**src/rtl/altera_tse_lock_monitor_pkg.sv**
```systemverilog
// Shared types and helpers for the transceiver link lock monitor.
package altera_tse_lock_monitor_pkg;

  typedef enum logic [2:0] {
    ST_IDLE       = 3'd0,
    ST_INIT_RST   = 3'd1,
    ST_WAIT_RDY   = 3'd2,
    ST_MONITOR    = 3'd3,
    ST_RX_RST     = 3'd4,
    ST_WAIT_RXRDY = 3'd5,
    ST_FAILED     = 3'd6
  } state_e;

  // Cycles the sequencer needs to deassert rx_ready after reset_rx_digital.
  localparam int unsigned RX_IGNORE_CYCLES = 32'd4;

  function automatic int unsigned max_u(input int unsigned a, input int unsigned b);
    return (a > b) ? a : b;
  endfunction

endpackage

```
**src/rtl/altera_tse_lock_filter.sv**
```systemverilog
// Two-flop synchronizer followed by a saturating counter of consecutive low samples.
module altera_tse_lock_filter #(
  parameter int unsigned lock_filter_cycles = 8
) (
  input  logic clock_i,
  input  logic reset_i,
  input  logic lock_i,
  output logic lost_o
);

  localparam int unsigned CW = $clog2(lock_filter_cycles + 1);
  localparam logic [CW-1:0] CNT_SAT = CW'(lock_filter_cycles);

  logic          sync1_q;
  logic          sync2_q;
  logic [CW-1:0] cnt_q;
  logic [CW-1:0] cnt_d;

  always_comb begin
    cnt_d = cnt_q;
    if (sync2_q) begin
      cnt_d = '0;
    end else if (cnt_q == CNT_SAT) begin
      cnt_d = cnt_q;
    end else begin
      cnt_d = cnt_q + 1'b1;
    end
  end

  always_ff @(posedge clock_i) begin
    if (reset_i) begin
      sync1_q <= 1'b0;
      sync2_q <= 1'b0;
      cnt_q   <= '0;
    end else begin
      sync1_q <= lock_i;
      sync2_q <= sync1_q;
      cnt_q   <= cnt_d;
    end
  end

  assign lost_o = (cnt_q == CNT_SAT);

endmodule

```
**src/rtl/altera_tse_xcvr_lock_monitor.sv**
```systemverilog
// Link supervisor ahead of the transceiver reset sequencer: filters lock status,
// issues full / RX-digital resets, times out and retries, and latches a sticky failure.
module altera_tse_xcvr_lock_monitor
  import altera_tse_lock_monitor_pkg::*;
#(
  parameter int unsigned sys_clk_in_mhz     = 50,
  parameter int unsigned ready_timeout_us   = 1000,
  parameter int unsigned lock_filter_cycles = 8,
  parameter int unsigned reset_pulse_cycles = 4,
  parameter int unsigned max_retries        = 7,
  parameter int unsigned rx_digital_first   = 1,
  localparam int unsigned RW = $clog2(max_retries + 1)
) (
  input  logic          clock,
  input  logic          reset,
  input  logic          enable,
  input  logic          pll_is_locked,
  input  logic          rx_is_lockedtodata,
  input  logic          tx_ready,
  input  logic          rx_ready,
  input  logic          clear_fail,
  output logic          seq_reset_all,
  output logic          seq_reset_rx_digital,
  output logic          link_up,
  output logic          link_fail,
  output logic [RW-1:0] retry_count,
  output logic [2:0]    state_dbg
);

  localparam int unsigned TIMEOUT_CYCLES = sys_clk_in_mhz * ready_timeout_us;
  localparam int unsigned TIMER_MAX =
    max_u(max_u(TIMEOUT_CYCLES, reset_pulse_cycles), RX_IGNORE_CYCLES);
  localparam int unsigned TW = $clog2(TIMER_MAX + 1);

  localparam logic [TW-1:0] TIMEOUT_LAST = TW'(TIMEOUT_CYCLES - 1);
  localparam logic [TW-1:0] PULSE_LAST   = TW'(reset_pulse_cycles - 1);
  localparam logic [TW-1:0] RX_IGNORE    = TW'(RX_IGNORE_CYCLES);
  localparam logic [RW-1:0] RETRY_LAST   = RW'(max_retries - 1);
  localparam logic [RW-1:0] RETRY_MAX    = RW'(max_retries);

  state_e        state_q, state_d;
  logic [TW-1:0] timer_q, timer_d;
  logic [RW-1:0] retry_q, retry_d;
  logic          fail_q, fail_d;
  logic          rst_all_q, rst_rxd_q, up_q;
  logic          pll_lost, rx_lost;
  logic          pulse_done, timed_out;
  logic [RW-1:0] retry_inc;
  state_e        timeout_state;

  altera_tse_lock_filter #(.lock_filter_cycles(lock_filter_cycles)) u_pll_filter (
    .clock_i (clock),
    .reset_i (reset),
    .lock_i  (pll_is_locked),
    .lost_o  (pll_lost)
  );

  altera_tse_lock_filter #(.lock_filter_cycles(lock_filter_cycles)) u_rx_filter (
    .clock_i (clock),
    .reset_i (reset),
    .lock_i  (rx_is_lockedtodata),
    .lost_o  (rx_lost)
  );

  assign pulse_done    = (timer_q == PULSE_LAST);
  assign timed_out     = (timer_q == TIMEOUT_LAST);
  // Saturate so a re-enable after FAILED cannot wrap the count back to zero.
  assign retry_inc     = (retry_q >= RETRY_MAX) ? retry_q : retry_q + 1'b1;
  assign timeout_state = (retry_q >= RETRY_LAST) ? ST_FAILED : ST_INIT_RST;

  always_comb begin
    state_d = state_q;
    retry_d = retry_q;
    if (!enable) begin
      state_d = ST_IDLE;
    end else begin
      case (state_q)
        ST_IDLE:     state_d = ST_INIT_RST;
        ST_INIT_RST: state_d = pulse_done ? ST_WAIT_RDY : ST_INIT_RST;
        ST_WAIT_RDY: begin
          if (tx_ready && rx_ready) begin
            state_d = ST_MONITOR;
            retry_d = '0;
          end else if (timed_out) begin
            state_d = timeout_state;
            retry_d = retry_inc;
          end else begin
            state_d = ST_WAIT_RDY;
          end
        end
        ST_MONITOR: begin
          if (pll_lost || !tx_ready || !rx_ready) begin
            state_d = ST_INIT_RST;
          end else if (rx_lost) begin
            state_d = (rx_digital_first != 0) ? ST_RX_RST : ST_INIT_RST;
          end else begin
            state_d = ST_MONITOR;
          end
        end
        ST_RX_RST:   state_d = pulse_done ? ST_WAIT_RXRDY : ST_RX_RST;
        ST_WAIT_RXRDY: begin
          if ((timer_q >= RX_IGNORE) && rx_ready && !rx_lost) begin
            state_d = ST_MONITOR;
          end else if (timed_out) begin
            state_d = timeout_state;
            retry_d = retry_inc;
          end else begin
            state_d = ST_WAIT_RXRDY;
          end
        end
        ST_FAILED: begin
          if (clear_fail) begin
            state_d = ST_INIT_RST;
            retry_d = '0;
          end else begin
            state_d = ST_FAILED;
          end
        end
        default:     state_d = ST_IDLE;
      endcase
    end
  end

  always_comb begin
    fail_d  = fail_q;
    timer_d = timer_q;
    if ((state_q == ST_FAILED) && (state_d == ST_INIT_RST)) begin
      fail_d = 1'b0;
    end else if (state_d == ST_FAILED) begin
      fail_d = 1'b1;
    end else begin
      fail_d = fail_q;
    end
    if (state_d != state_q) begin
      timer_d = '0;
    end else if (&timer_q) begin
      timer_d = timer_q;
    end else begin
      timer_d = timer_q + 1'b1;
    end
  end

  // Outputs are decoded from the next state so they line up with state_q.
  always_ff @(posedge clock) begin
    if (reset) begin
      state_q   <= ST_IDLE;
      timer_q   <= '0;
      retry_q   <= '0;
      fail_q    <= 1'b0;
      rst_all_q <= 1'b0;
      rst_rxd_q <= 1'b0;
      up_q      <= 1'b0;
    end else begin
      state_q   <= state_d;
      timer_q   <= timer_d;
      retry_q   <= retry_d;
      fail_q    <= fail_d;
      rst_all_q <= (state_d == ST_INIT_RST);
      rst_rxd_q <= (state_d == ST_RX_RST);
      up_q      <= (state_d == ST_MONITOR);
    end
  end

  assign seq_reset_all        = rst_all_q;
  assign seq_reset_rx_digital = rst_rxd_q;
  assign link_up              = up_q;
  assign link_fail            = fail_q;
  assign retry_count          = retry_q;
  assign state_dbg            = state_q;

endmodule

```
**config.mk**
```make
export PLATFORM = sky130hd
export DESIGN_NAME = altera_tse_xcvr_lock_monitor
export DESIGN_NICKNAME = d
export VERILOG_FILES = /design/src/rtl/altera_tse_lock_monitor_pkg.sv /design/src/rtl/altera_tse_lock_filter.sv /design/src/rtl/altera_tse_xcvr_lock_monitor.sv
export SDC_FILE = /design/constraint.sdc
export NUM_CORES = 1
export LEC_CHECK = 0
export BUFFER_PORTS_ARGS = -buffer_cell sky130_fd_sc_hd__buf_2
export CAP_MARGIN = 10
export CORE_MARGIN = 1
export CORE_UTILIZATION = 45
export DETAILED_ROUTE_END_ITERATION = 12
export MAX_ROUTING_LAYER = met4
export PLACE_DENSITY = 0.7
export SYNTH_ARGS = -nofsm -noshare
export SYNTH_HDL_FRONTEND = slang
export SYNTH_SLANG_ARGS = --single-unit
```
**constraint.sdc**
```tcl
create_clock -name clock -period 3.6 [get_ports clock]
set_clock_uncertainty 0.05 [all_clocks]
set_input_delay 0 -clock clock [delete_from_list [all_inputs] [get_ports clock]]
set_output_delay 0 -clock clock [all_outputs]
set_load 0.05 [all_outputs]
```
# After elaboration in Yosys (flattened, before gate mapping)
# Index checks and enable logic that the tools add are counted.
[totals] regBits=38 output_inout_bits=10 inputBits=8
[op_classes] magnitude_cmp=3 n_eq_ne=17 n_mux=18 n_reduce_logical=17 addsub=4
[ops] operator="two-way mux 3 bit" n=14
[ops] operator="one-hot mux 3 bit (7 select lines)" n=1
[ops] operator="adder 16 x 1 -> 16 bit (second input constant)" n=1
[ops] operator="== test 16 bit (second input constant)" n=1
[ops] operator="== test 16 x 2 -> 1 bit (second input constant)" n=1
[ops] operator="greater-or-equal comparator 16 x 3 -> 1 bit (second input constant)" n=1
[ops] operator="AND reduction 16 bit" n=1
[ops] operator="== test 3 bit (second input constant)" n=5
[ops] operator="== test 3 x 2 -> 1 bit (second input constant)" n=3
[ops] operator="one-hot mux 3 bit (3 select lines)" n=1
[ops] operator="adder 4 x 1 -> 4 bit (second input constant)" n=2
[ops] operator="== test 4 bit (second input constant)" n=2
[ops] operator="OR reduction 2 bit" n=4
[ops] operator="== test 3 x 1 -> 1 bit (second input constant)" n=2
[ops] operator="greater-or-equal comparator 3 bit (second input constant)" n=2
[ops] operator="logical AND 1 bit" n=4
[ops] operator="!= test 2 bit (second input constant)" n=2
[ops] operator="AND reduction 4 bit" n=1
[ops] operator="adder 3 x 1 -> 3 bit (second input constant)" n=1
[ops] operator="logical NOT 1 bit" n=3
[ops] operator="logical NOT 3 bit" n=1
[ops] operator="!= test 3 bit" n=1
[ops] operator="nonzero test 3 bit" n=1
[ops] operator="logical OR 1 bit" n=2
[ops] operator="2 further kinds" n=2

# Longest topological paths before layout
# Gate-level depths: netlist of the first run.
[depth] word_depth=9 mapped_depth=9

# By module
# A second synthesis of the first run with hierarchy kept.
[hier_totals] cells_unflattened=263 hier_area_um2=2263.4
[by_module_without_submodules] module="altera_tse_xcvr_lock_monitor" seq_area_each_um2=520.5 cells_each=209 area_per_inst_um2=1667.8 n_inst=1
[by_module_without_submodules] module="altera_tse_lock_filter" seq_area_each_um2=120.1 cells_each=27 area_per_inst_um2=297.8 n_inst=2

# Worst setup path after synthesis of the first run
# OpenSTA, ideal clock, no wires.
[synth_timing] kind="register to register" startpoint="register state_q[2] (netlist: state_dbg[2])" endpoint="register timer_q[1]" setup_time_ps=121 setup_slack_ps=1062 stages_incl_launch_ff=9 arrival_time_ps=2368 n_path_buf=2 period_less_slack_ps=2538 cell_sequence="dfxtp_1 > clkbuf_1 > nand2_1 > or2_2 > or3_2 > o41ai_1 > a221o_2 > buf_6 > nor4_2"
[synth_between] elab_chain_cells=5 elab_cells_between_ends=11 cone_classes="eq/ne: 7; mux: 2; reduce/logical: 2"
[synth_rtl] element="start, declared" line="altera_tse_xcvr_lock_monitor.sv:41" source="state_e state_q, state_d;"
[synth_rtl] element="start signal, assigned" line="altera_tse_xcvr_lock_monitor.sv:154" source="state_q <= state_d;"
[synth_rtl] element="== test 3 bit, or another cell as far along" line="altera_tse_xcvr_lock_monitor.sv:77" source="case (state_q)"
[synth_rtl] element="one-hot mux 3 bit (7 select lines)" line="altera_tse_xcvr_lock_monitor.sv:77"
[synth_rtl] element="two-way mux 3 bit" line="altera_tse_xcvr_lock_monitor.sv:74" source="if (!enable) begin"
[synth_rtl] element="!= test 3 bit *" line="altera_tse_xcvr_lock_monitor.sv:134" source="if (state_d != state_q) begin"
[synth_rtl] element="OR reduction 2 bit (no source line) *"
[synth_rtl] element="end signal, assigned" line="altera_tse_xcvr_lock_monitor.sv:155" source="timer_q <= timer_d;"
[synth_rtl] element="end, declared" line="altera_tse_xcvr_lock_monitor.sv:42" source="logic [TW-1:0] timer_q, timer_d;"
# Every way passes the cells marked *; elsewhere a longest branch is shown, timed or not.
# A chain may end at the register's enable or synchronous reset.

# Worst setup path after layout of the first run
[layout_timing] startpoint="register timer_q[5]" endpoint="register timer_q[8]"
[layout_between] elab_chain_cells=8 elab_cells_between_ends=17 cone_classes="add/sub: 1; order compare: 1; eq/ne: 3; mux: 8; reduce/logical: 4"
[layout_rtl] element="greater-or-equal comparator 16 x 3 -> 1 bit" line="altera_tse_xcvr_lock_monitor.sv:102" source="if ((timer_q >= RX_IGNORE) && rx_ready && !rx_lost) begin"
[layout_rtl] element="logical AND 1 bit (2 in a row)" line="altera_tse_xcvr_lock_monitor.sv:102"
[layout_rtl] element="two-way mux 3 bit" line="altera_tse_xcvr_lock_monitor.sv:102"
[layout_rtl] element="one-hot mux 3 bit (7 select lines)" line="altera_tse_xcvr_lock_monitor.sv:77"
[layout_rtl] element="two-way mux 3 bit" line="altera_tse_xcvr_lock_monitor.sv:74"
[layout_rtl] element="!= test 3 bit" line="altera_tse_xcvr_lock_monitor.sv:134"
[layout_rtl] element="OR reduction 2 bit (no source line)"
# Parallel ways exist; a longest one is shown, timed or not.

==> summary.md, run 1 <==
| Metric | Value |
|---|---|
| Largest net degree at the start of global routing | 19 |
| Cell area after synthesis | 2270 um^2 |
| Endpoint class of the critical path | flop |
| Final setup fails | 0 |
| Initial DRT Pass Iterations | 4 |
| Max-slew violations | 0 |
| Storage element area | 761 um^2 |
| Synth Instances | 250 |
| Vias after detailed routing | 1915 |
| Layout Nets | 287 |
| GRT Total Usage | between 10% and 20% |
| Dpl cell area | 2370 um^2 |
| Num CTS Buffers | 5 |
| Final hold slack | approximately 0.074 ns |
| Site Rows | 25 |
| Pint | 0.667 mW |
| Power density cells | about 350 nW/um^2 |
| Fraction of registers with async set/reset | 0% |
| P&R area growth vs syn | 10.9% |
| Clock Latency Late Sink | 0.29 ns |
| CTS Hold Bufs | 3 |
| Cell Chain, Critical Path | or4_4 > nor4_4 > o21ai_0 > o211ai_1 > o2111ai_2 > nor4b_1 |
| Crit path launch | timer_q[5] |
| Data required time of the worst path | 3.73 ns |
| Longest Clk Path Bufs | 2 |
| Fin cells | about 340 |
| Initial Util | 47.3% |
| Placed cell count | 328 |
| Final antenna-violating net count | 0 |
| Remaining Overflow, GRT | 0 |
| Switch share | 24.7% |
| Clk slew on worst S/H paths | about 0.08 ns |
| Synthesized net count | 266 |
| Arrival @ worst endpoint | 3.06 ns |
| Die Y | around 73 um |
| # IOs | 18 |
| Status | finished, final reports clean |
| LEAKAGE | 0.946 nW |
| Die W | roughly 73 um |
| Worst r2r path cells | 6 |
| Hold path startpoint | enable |
| Final Instance Area | between 2000 and 3000 um^2 |
| Multi-input logic area | 1380 um^2 |
| Vias in the first global route | 1731 |
| Slowest CP cell | or4_4 |
| Post-DP HPWL | 3.30 mm |
| Post-synth top cells | 38 x dfxtp_1, 21 x nand2_1, 19 x nor2_1, 12 x nor3_1, 11 x inv_1 |
| Synth cell types | 59 |
| Drt initial violations | 167 |
| CTS tree | built |
| CP peak stage delay | slightly below 0.6 ns |
| Most frequent cell after synthesis | dfxtp_1 |
| Ant. Diodes | 0 |
| Fillers | 462 |
| RSZ-0062 raised after global routing | false |
| Vias per inst | around 5.6 |
| CP endpoint | timer_q[8] |
| Setup Fix Bufs, Post-CTS | 0 |
| Crit-path leading delay family | simple AND/OR/NAND/NOR gates |
| Critical path buffers and inverters | 0 |
| Sequential fraction of design power | 50.0% |
| Post-route setup TNS | 0 ns |
| R2r setup slk | ~0.67 ns |
| Max Fanout on Critical Path | 16 |
| First-pass GRT wire length | 7.91 mm |
| Reg2reg start | timer_q[5] |
| Max-Cap Viols | 0 |
| Critical path class | flop to flop |
| Port buffer count | 17 |
| Clock share of power | 41.4% |
| Core area | 4790 um^2 |
| Primary FF master, synth | dfxtp_1 |
| HP Class | primary input to flop |
| Gp weighted congestion | 0.898 |
| Max Clock Freq | ~340 MHz |
| EDFF count, synth | 0 |
| R2r endpoint | timer_q[8] |
| H-tree levels | 2 |
| Net switching power | 0.219 mW |
| Wire length per cell | 13.5 um |
| Final min period | 2.93 ns |
| DRC Markers | 0 |
| Final hold viol count | 0 |
| FF+latch count, synth | 38 |
| Seq/Total Area, Yosys | 33.6% |
| Syn. warnings | 0 |
| Worst IR Drop VDD | 0.194 mV |
| Die Area | between 5000 and 6000 um^2 |
| Crit path depth | 6 |
| Slew of the pin with the lowest slew margin | 0.976 ns |
| Combinational Power Share | 8.6% |
| Share of cells above drive strength 1 | 22.1% |
| Fin crit share | 81.3% |
| Total clock sinks | 38 |
| Largest cells by area after synthesis | dfxtp_1 34%, ha_1 4.4%, nor4_2 4.4% |
| Initial antenna violation count | 0 |
| Critical path startpoint category | flop |
| Root buffer cell | clkbuf_8 |
| Post-Syn Area per Cell | 9.06 um^2 |
| Synth area leader | dfxtp_1 |
| Slew HR | around a third |
| Post_cts resized | 0 |
| Total wire length | around 4.6 mm |
| Yosys top cell area share | 33.6% |
sequential cells by signal, summed over array words and instances, names as in the netlist:
name                  cells
retry_count               3
u_rx_filter.cnt_q         4
seq_reset_all             1
u_rx_filter.sync2_q       1
u_pll_filter.sync1_q      1
state_dbg                 3
link_up                   1
u_pll_filter.cnt_q        4
timer_q                  16
link_fail                 1
seq_reset_rx_digital      1
u_rx_filter.sync1_q       1
u_pll_filter.sync2_q      1
layout make-up:
class                      count  area share, %
clock buffer                   5           2.74
clock inverter                 3           1.79
inverter                      11           1.64
multi-input combinational    192           54.8
sequential                    38           30.3
tap                           67           3.33
timing repair buffer          23           5.48
power groups by stage:
stage                     combinational (mW)  clock (mW)  sequential [mW]
final                                 0.0764       0.366            0.443
after global placement                0.0730           0            0.453
after floorplan                       0.0594           0            0.454
after CTS                             0.0771       0.378            0.443
after global routing                  0.0862       0.395            0.445
after detailed placement              0.0743           0            0.453
worst register-to-register path, cell delays in order, from the launching register on:
cell,delay (ns)
dfxtp_1,0.35
or4_4,0.58
nor4_4,0.41
o21ai_0,0.18
o211ai_1,0.22
o2111ai_2,0.54
nor4b_1,0.49
layout by cell type, fill, tap and decap left out, types with 3 or more instances in the layout:
master         instances
dfxtp_1               38
nand2_1               21
nor2_1                19
buf_2                 17
nor3_1                12
inv_1                 11
nand4_1               10
xor2_1                 9
xnor2_1                9
nor4_1                 8
a21oi_1                8
nand3_1                8
nor4_2                 8
ha_1                   8
nor2b_1                7
or2_2                  5
o21ai_0                5
clkbuf_8               5
or3_1                  4
a31o_2                 3
mux2i_1                3
dlygate4sd3_1          3
buf_4                  3
routing by layer:
metal	track usage, %	vias to the layer above	routed length, um
met5	-	-	0
met4	9.59	0	77
met3	4.56	9	201
met2	30.2	51	2070
met1	24.8	892	2210
li1	-	963	-
worst min-delay path by stage:
stage,slack [ns],endpoint,cells after the start
floorplan,0.02,u_pll_filter.sync2_q,1
global placement,0.16,u_rx_filter.sync1_q,2
detailed placement,0.16,u_pll_filter.sync1_q,2
CTS,0.06,seq_reset_rx_digital,3
global route,0.07,seq_reset_rx_digital,3
finish,0.07,seq_reset_rx_digital,3
cell families after synthesis:
kind of cell / synth area share (%)
xor gates and xnor gates: 6.96
DFF: 33.6
buffers and inverters: 5.69
adders and majority gates: 4.42
and+or+nand+nor: 34.5
muxes: 1.82
AOI/OAI and AO/OA: 13.1
stage by stage:
stage	worst slack [ns]	utilization (%)	total power [mW]
after detailed placement	0.690	49.5	0.527
after global placement	0.824	49.5	0.526
after CTS	0.673	52.5	0.898
final	0.675	52.5	0.886
after floorplan	1.06	-	0.513
after global routing	0.417	52.5	0.927
(Power assumes the default switching activity.)
==> run 2, diff against run 1 <==
Settings changed: PLACE_DENSITY 0.7 to 0.72.
Clock period 3.6 ns to 2.4 ns, I/O delays scaled along.
==> run 2 against run 1 <==
Against the previous run:
- the flow now finishes with violations (negative setup slack)
- fmax increased by 13%
- clock-buffer cell count did not move
- first-iteration DRC count up 28%
- largest cell class unchanged
==> summary.md, run 2 (synthesis results as in run 1) <==
| Metric | Value |
|---|---|
| Status | complete, but fails checks (was finished, final reports clean) |
| Failing checks | negative setup slack |
| Fin cells | 383 (was 339) |
| DRC Markers | 0 (unchanged) |
| Drt initial violations | 213 (was 167) |
| Net switching power | 0.364 mW (was 0.219 mW) |
| Num CTS Buffers | 5 (unchanged) |
| Port buffer count | 17 (unchanged) |
| Sequential fraction of design power | 47.2% (was 50.0%) |
| Final setup fails | 21 (was 0) |
| Slew HR | 68.1% (was 34.9%) |
| Wire length per cell | 16.4 um (was 13.5 um) |
| Gp weighted congestion | 0.928 (was 0.898) |
| Final antenna-violating net count | 0 (unchanged) |
| Critical path startpoint category | flop (unchanged) |
| Total clock sinks | 38 (unchanged) |
| Max FFs per register | 16 (unchanged) |
| Vias in the first global route | 2027 (was 1731) |
| Vias after detailed routing | 2214 (was 1915) |
| Pint | 1.03 mW (was 0.667 mW) |
| First-pass GRT wire length | 9.60 mm (was 7.91 mm) |
| CP peak stage delay | 0.54 ns (was 0.58 ns) |
| Core area | 4790 um^2 (unchanged) |
| Endpoint class of the critical path | flop (unchanged) |
| Fin crit share | 107% (was 81.3%) |
| P&R area growth vs syn | 39.6% (was 10.9%) |
| Data required time of the worst path | 2.55 ns (was 3.73 ns) |
| Longest Clk Path Bufs | 2 (unchanged) |
| Fillers | 388 (was 462) |
| Largest Register | timer_q (unchanged) |
| Max Clock Freq | 388 MHz (was 342 MHz) |
| Cell Chain, Critical Path | or4_4 > buf_6 > nor4_4 > buf_6 > o21ai_4 > o211ai_1 > o2111ai_2 > clkbuf_16 > nor4_2 (was or4_4 > nor4_4 > o21ai_0 > o211ai_1 > o2111ai_2 > nor4b_1) |
| Power density cells | 441 nW/um^2 (was 352 nW/um^2) |
| Switch share | 26.0% (was 24.7%) |
| Combinational Power Share | 13.2% (was 8.6%) |
| Commonest non-fill, non-tap cell in the layout | buf_4 (was dfxtp_1) |
| CTS tree | built (unchanged) |
| Largest net degree at the start of global routing | 17 (was 19) |
| Total wire length | 6.30 mm (was 4.56 mm) |
| Ant. Diodes | 0 (unchanged) |
| Critical path buffers and inverters | 3 (was 0) |
| Multi-input logic area | 1630 um^2 (was 1380 um^2) |
| Slowest CP cell | or4_4 (unchanged) |
| Layout Nets | 331 (was 287) |
| Total power | 1.40 mW (was 0.886 mW) |
| Initial DRT Pass Iterations | 4 (unchanged) |
| Remaining Overflow, GRT | 0 (unchanged) |
| Storage element area | 764 um^2 (was 761 um^2) |
| Worst IR Drop VDD | 0.315 mV (was 0.194 mV) |
| # IOs | 18 (unchanged) |
| Max-Cap Viols | 0 (unchanged) |
| Initial antenna violation count | 0 (unchanged) |
| Root buffer cell | clkbuf_8 (unchanged) |
| Die W | 73.0 um (unchanged) |
| RSZ-0062 raised after global routing | true (was false) |
| Largest regs | timer_q (16), u_pll_filter.cnt_q (4), u_rx_filter.cnt_q (4) (unchanged) |
| Vias per inst | 5.78 (was 5.65) |
| Clock Latency Late Sink | 0.29 ns (about the same) |
| Commonest non-fill, non-tap cells in the layout | 39 x buf_4, 35 x dfxtp_1, 21 x nand2_1 (was 38 x dfxtp_1, 21 x nand2_1, 19 x nor2_1) |
| Initial Util | 47.3% (unchanged) |
| Die Y | 73.0 um (unchanged) |
| Die Area | 5320 um^2 (unchanged) |
| Final hold viol count | 0 (unchanged) |
| LEAKAGE | 1.21 nW (was 0.946 nW) |
| Slew of the pin with the lowest slew margin | 0.474 ns (was 0.976 ns) |
| Final min period | 2.58 ns (was 2.93 ns) |
| HP Class | primary input to flop (unchanged) |
| Setup WS post-layout | -0.180 ns (was 0.675 ns) |
| Cell mode on critical path | buf_6 |
| Clk slew on worst S/H paths | 0.08 ns (about the same) |
| Placed cell count | 363 (was 328) |
| Site Rows | 25 (unchanged) |
| Max Fanout on Critical Path | 8 (was 16) |
| Max-slew violations | 0 (unchanged) |
| Share of cells above drive strength 1 | 40.5% (was 22.1%) |
| Clock share of power | 39.6% (was 41.4%) |
| Crit-path leading delay family | simple AND/OR/NAND/NOR gates (unchanged) |
| H-tree levels | 2 (unchanged) |
| Critical path class | flop to flop (unchanged) |
| Post-DP HPWL | 3.90 mm (was 3.30 mm) |
| GRT Total Usage | 24.3% (was 19.9%) |
| Arrival @ worst endpoint | 2.73 ns (was 3.06 ns) |
-- run 2: cell count changes in the layout (fill, tap and decap cells not counted), sizes merged --
| cell | before | now |
|---|---|---|
| clkbuf | 5 | 6 |
| a221o | 1 | 2 |
| buf | 20 | 63 |
| dlygate4sd3 | 3 | 2 |
-- run 2: layout make-up --
type | instances | area share (%)
Tap cell | 67 | 2.65
Sequential cell | 38 | 24.2
Clock inverter | 3 | 1.42
Clock buffer | 5 | 2.17
Inverter | 11 | 1.30
Multi-Input combinational cell | 193 | 51.6
Timing Repair Buffer | 66 | 16.7
-- run 2: metal layers --
metal	vias to the layer above	routed length, um	GRT usage (%)
li1	1059	-	-
met1	1074	2620	29.7
met2	69	3270	41.0
met3	12	296	4.42
met4	0	105	6.54
met5	-	0	-
-- run 2: timing repair --
action	CTS	global route
hold endpoints to repair	2	0
cloned	1	1
endpoints found under the setup margin	21	23
setup buffers	2	6
pin swaps	18	17
resized for setup	12	28
hold buffers	2	0
-- run 2: final timing paths --
kind | start | endpoint | slack (ns) | depth (start not counted)
setup / recovery | timer_q[5] | timer_q[12] | -0.18 | 9
hold / removal | reset | u_rx_filter.sync1_q | 0.02 | 2
setup reg to reg | timer_q[5] | timer_q[12] | -0.18 | 9
hold reg to reg | u_rx_filter.sync1_q | u_rx_filter.sync2_q | 0.40 | 1
-- run 2: worst register-to-register path: cells and delay by family (launching register included) --
| family | cells | cell delay (ns) |
|---|---|---|
| AO/OA/AOI/OAI | 3 | 0.59 |
| buffers and inverters | 3 | 0.58 |
| flip-flops | 1 | 0.32 |
| AND/OR/NAND/NOR | 3 | 0.96 |
-- run 2: power groups by stage --
stage,clock network [mW],registers [mW],logic (mW)
6_report,0.553,0.659,0.184
5_1_grt,0.587,0.661,0.198
4_1_cts,0.560,0.658,0.152
3_5_place_dp,0,0.674,0.138
3_3_place_gp,0,0.672,0.132
2_1_floorplan,0,0.681,0.0893
-- run 2: per-stage QoR --
step | util (%) | hold WS (ns) | instance area, um^2 | worst slack [ns] | TNS [ns]
after floorplan | - | 0.0216 | 2280 | 0.00470 | 0
after global routing | 66.1 | 0.0223 | 3160 | -0.259 | -4.63
after global placement | 55.6 | 0.162 | 2660 | -0.195 | -3.24
final | 66.1 | 0.0159 | 3160 | -0.180 | -2.86
after CTS | 60.9 | 0.0157 | 2910 | -0.117 | -1.69
after detailed placement | 55.6 | 0.164 | 2660 | -0.272 | -4.42
==> run 3, diff against run 2 <==
Settings changed: GPL_TIMING_DRIVEN set to 0, TNS_END_PERCENT set to 20.
==> run 3 against run 2 <==
Against the previous run:
- register-to-register slack is essentially flat
- worst hold slack gained 0.15 ns
- the flow still finishes with violations (negative setup slack)
- critical endpoint is now timer_q[10]
- global-route usage shrank 2.0 points
- power grew 8.1%
- fmax grew 0.24%
- first-iteration DRC count grew 1.4%
==> summary.md, run 3 (synthesis results as in run 1) <==
| Metric | Value |
|---|---|
| Status | complete, but fails checks (unchanged) |
| Failing checks | negative setup slack (unchanged) |
| Initial Util | 47.3% (unchanged) |
| # IOs | 18 (unchanged) |
| Site Rows | 25 (unchanged) |
| Fin cells | 355 (was 383) |
| Slew HR | 70.1% (was 68.1%) |
| Layout Nets | 303 (was 331) |
| Max-slew violations | 0 (unchanged) |
| Final setup fails | 17 (was 21) |
| HP Class | primary input to flop (unchanged) |
| Slowest CP cell | or4_4 (unchanged) |
| Num CTS Buffers | 5 (unchanged) |
| Die Area | 5320 um^2 (unchanged) |
| Clock Latency Late Sink | 0.30 ns (was 0.29 ns) |
| Die Y | 73.0 um (unchanged) |
| Reg2reg start | timer_q[14] (was timer_q[5]) |
| RSZ-0062 raised after global routing | true (unchanged) |
| Slew of the pin with the lowest slew margin | 0.445 ns (was 0.474 ns) |
| Max-Cap Viols | 0 (unchanged) |
| Root buffer cell | clkbuf_8 (unchanged) |
| Power density cells | 519 nW/um^2 (was 441 nW/um^2) |
| GRT Total Usage | 22.2% (was 24.3%) |
| Crit-path leading delay family | simple AND/OR/NAND/NOR gates (unchanged) |
| Port buffer count | 16 (was 17) |
| Placed cell count | 333 (was 363) |
| Total clock sinks | 38 (unchanged) |
| CP peak stage delay | 0.52 ns (was 0.54 ns) |
| Max Fanout on Critical Path | 5 (was 8) |
| DRC Markers | 0 (unchanged) |
| Arrival @ worst endpoint | 2.73 ns (about the same) |
| Largest Register | timer_q (unchanged) |
| Setup WS post-layout | -0.174 ns (was -0.180 ns) |
| Final antenna-violating net count | 0 (unchanged) |
| Wire length per cell | 14.8 um (was 16.4 um) |
| Fin crit share | 107% (about the same) |
| Gp weighted congestion | 0.928 (about the same) |
| Vias in the first global route | 1937 (was 2027) |
| Commonest non-fill, non-tap cell in the layout | dfxtp_1 (was buf_4) |
| Total power | 1.51 mW (was 1.40 mW) |
| Initial antenna violation count | 0 (unchanged) |
| Commonest non-fill, non-tap cells in the layout | 33 x dfxtp_1, 21 x nand2_1, 18 x nor2_1 (was 39 x buf_4, 35 x dfxtp_1, 21 x nand2_1) |
| Share of cells above drive strength 1 | 33.3% (was 40.5%) |
| Cell Chain, Critical Path | or4_4 > nor4_4 > buf_4 > o32ai_4 > o211a_1 > a221o_2 > buf_6 > nor4b_4 (was or4_4 > buf_6 > nor4_4 > buf_6 > o21ai_4 > o211ai_1 > o2111ai_2 > clkbuf_16 > nor4_2) |
| Vias after detailed routing | 1997 (was 2214) |
| First-pass GRT wire length | 8.85 mm (was 9.60 mm) |
| Worst IR Drop VDD | 0.463 mV (was 0.315 mV) |
| Critical path class | flop to flop (unchanged) |
| Hold Path Cell Cnt | 4 (was 2) |
| Core area | 4790 um^2 (unchanged) |
| Longest Clk Path Bufs | 2 (unchanged) |
| R2r setup slk | -0.17 ns (was -0.18 ns) |
| R2r endpoint | timer_q[10] (was timer_q[12]) |
| Post-DP HPWL | 3.49 mm (was 3.90 mm) |
| Vias per inst | 5.63 (was 5.78) |
| Hold EP | retry_count[1] (was u_rx_filter.sync1_q) |
| Max Clock Freq | 389 MHz (was 388 MHz) |
| Post-Route Utilization | 60.8% (was 66.1%) |
| LEAKAGE | 1.09 nW (was 1.21 nW) |
| Hold path startpoint | clear_fail (was reset) |
| Endpoint class of the critical path | flop (unchanged) |
| H-tree levels | 2 (unchanged) |
| Final hold viol count | 0 (unchanged) |
| Largest regs | timer_q (16), u_pll_filter.cnt_q (4), u_rx_filter.cnt_q (4) (unchanged) |
| P&R area growth vs syn | 28.4% (was 39.6%) |
| Fillers | 429 (was 388) |
| Initial DRT Pass Iterations | 4 (unchanged) |
| Max FFs per register | 16 (unchanged) |
| Critical path startpoint category | flop (unchanged) |
| Ant. Diodes | 0 (unchanged) |
| Final min period | 2.57 ns (was 2.58 ns) |
| Total wire length | 5.24 mm (was 6.30 mm) |
| Drt initial violations | 216 (was 213) |
| Clk slew on worst S/H paths | 0.08 ns (about the same) |
| Remaining Overflow, GRT | 0 (unchanged) |
| Data required time of the worst path | 2.56 ns (was 2.55 ns) |
| CTS tree | built (unchanged) |
| Largest net degree at the start of global routing | 13 (was 17) |
| Critical path buffers and inverters | 2 (was 3) |
| Die W | 73.0 um (unchanged) |
| Worst r2r path cells | 8 (was 9) |
-- run 3: cell count changes in the layout (fill, tap and decap cells not counted), sizes merged --
cell,change
dlygate4sd3,+2
a221o,-1
clkdlybuf4s50,+1
clkbuf,+4
bufinv,+1
buf,-33
clkinvlp,-2
-- run 3: routing by layer --
layer | GRT usage, % | vias up | share of wire, %
li1 | - | 991 | -
met1 | 28.0 | 941 | 46
met2 | 34.2 | 51 | 48
met3 | 4.14 | 14 | 4.4
met4 | 10.9 | 0 | 2.0
met5 | - | - | 0
-- run 3: worst reg2reg max path, stage by stage (launching register included) --
cell and delay, ns:
dfxtp_4 0.36, or4_4 0.52, nor4_4 0.27, buf_4 0.18, o32ai_4 0.10, o211a_1 0.23
a221o_2 0.42, buf_6 0.17, nor4b_4 0.19
-- run 3: layout make-up --
cell class / count / area [um^2] / area share, %
tap: 67 / 83.8 / 2.88
buffer: 9 / 95.1 / 3.27
inverter: 11 / 41.3 / 1.42
clock buffer: 6 / 82.6 / 2.84
timing repair buffer: 30 / 226 / 7.78
sequential: 38 / 772 / 26.5
multi-input combinational: 192 / 1550 / 53.2
clock inverter: 2 / 60.1 / 2.06
-- run 3: worst max path at each step --
stage | start | to | slack, ns | cells past startpoint
floorplan | timer_q[5] | timer_q[11] | 0.005 | 7
finish | timer_q[14] | timer_q[10] | -0.17 | 8
global route | timer_q[14] | timer_q[8] | -0.27 | 8
detailed placement | timer_q[1] | timer_q[11] | -0.36 | 7
global placement | timer_q[1] | timer_q[11] | -0.29 | 7
CTS | timer_q[2] | timer_q[10] | -0.16 | 8
-- run 3: power breakdown --
part | internal [mW] | switching, mW | total [mW]
sequential | 0.645 | 0.0166 | 0.662
clock | 0.444 | 0.237 | 0.681
combinational | 0.0753 | 0.0916 | 0.167
total | 1.16 | 0.345 | 1.51
-- run 3: repair_timing --
item | in CTS | in global routing
setup endpoints to repair | 21 | 22
hold endpoints to repair | 3 | 0
cloned | 1 | 0
setup buffers | 9 | 0
pin swaps | 17 | 4
hold buffers | 4 | 0
gates resized for setup | 19 | 18
-- run 3: metrics by stage --
stage / hold WS [ns] / setup WS (ns) / setup TNS (ns) / instance area (um^2)
global placement: 0.160 / -0.290 / -3.46 / 2450
CTS: 0.161 / -0.162 / -2.12 / 2810
global route: 0.202 / -0.273 / -3.98 / 2910
finish: 0.166 / -0.174 / -1.99 / 2910
detailed placement: 0.169 / -0.361 / -3.48 / 2450
floorplan: 0.0216 / 0.00470 / 0 / 2280
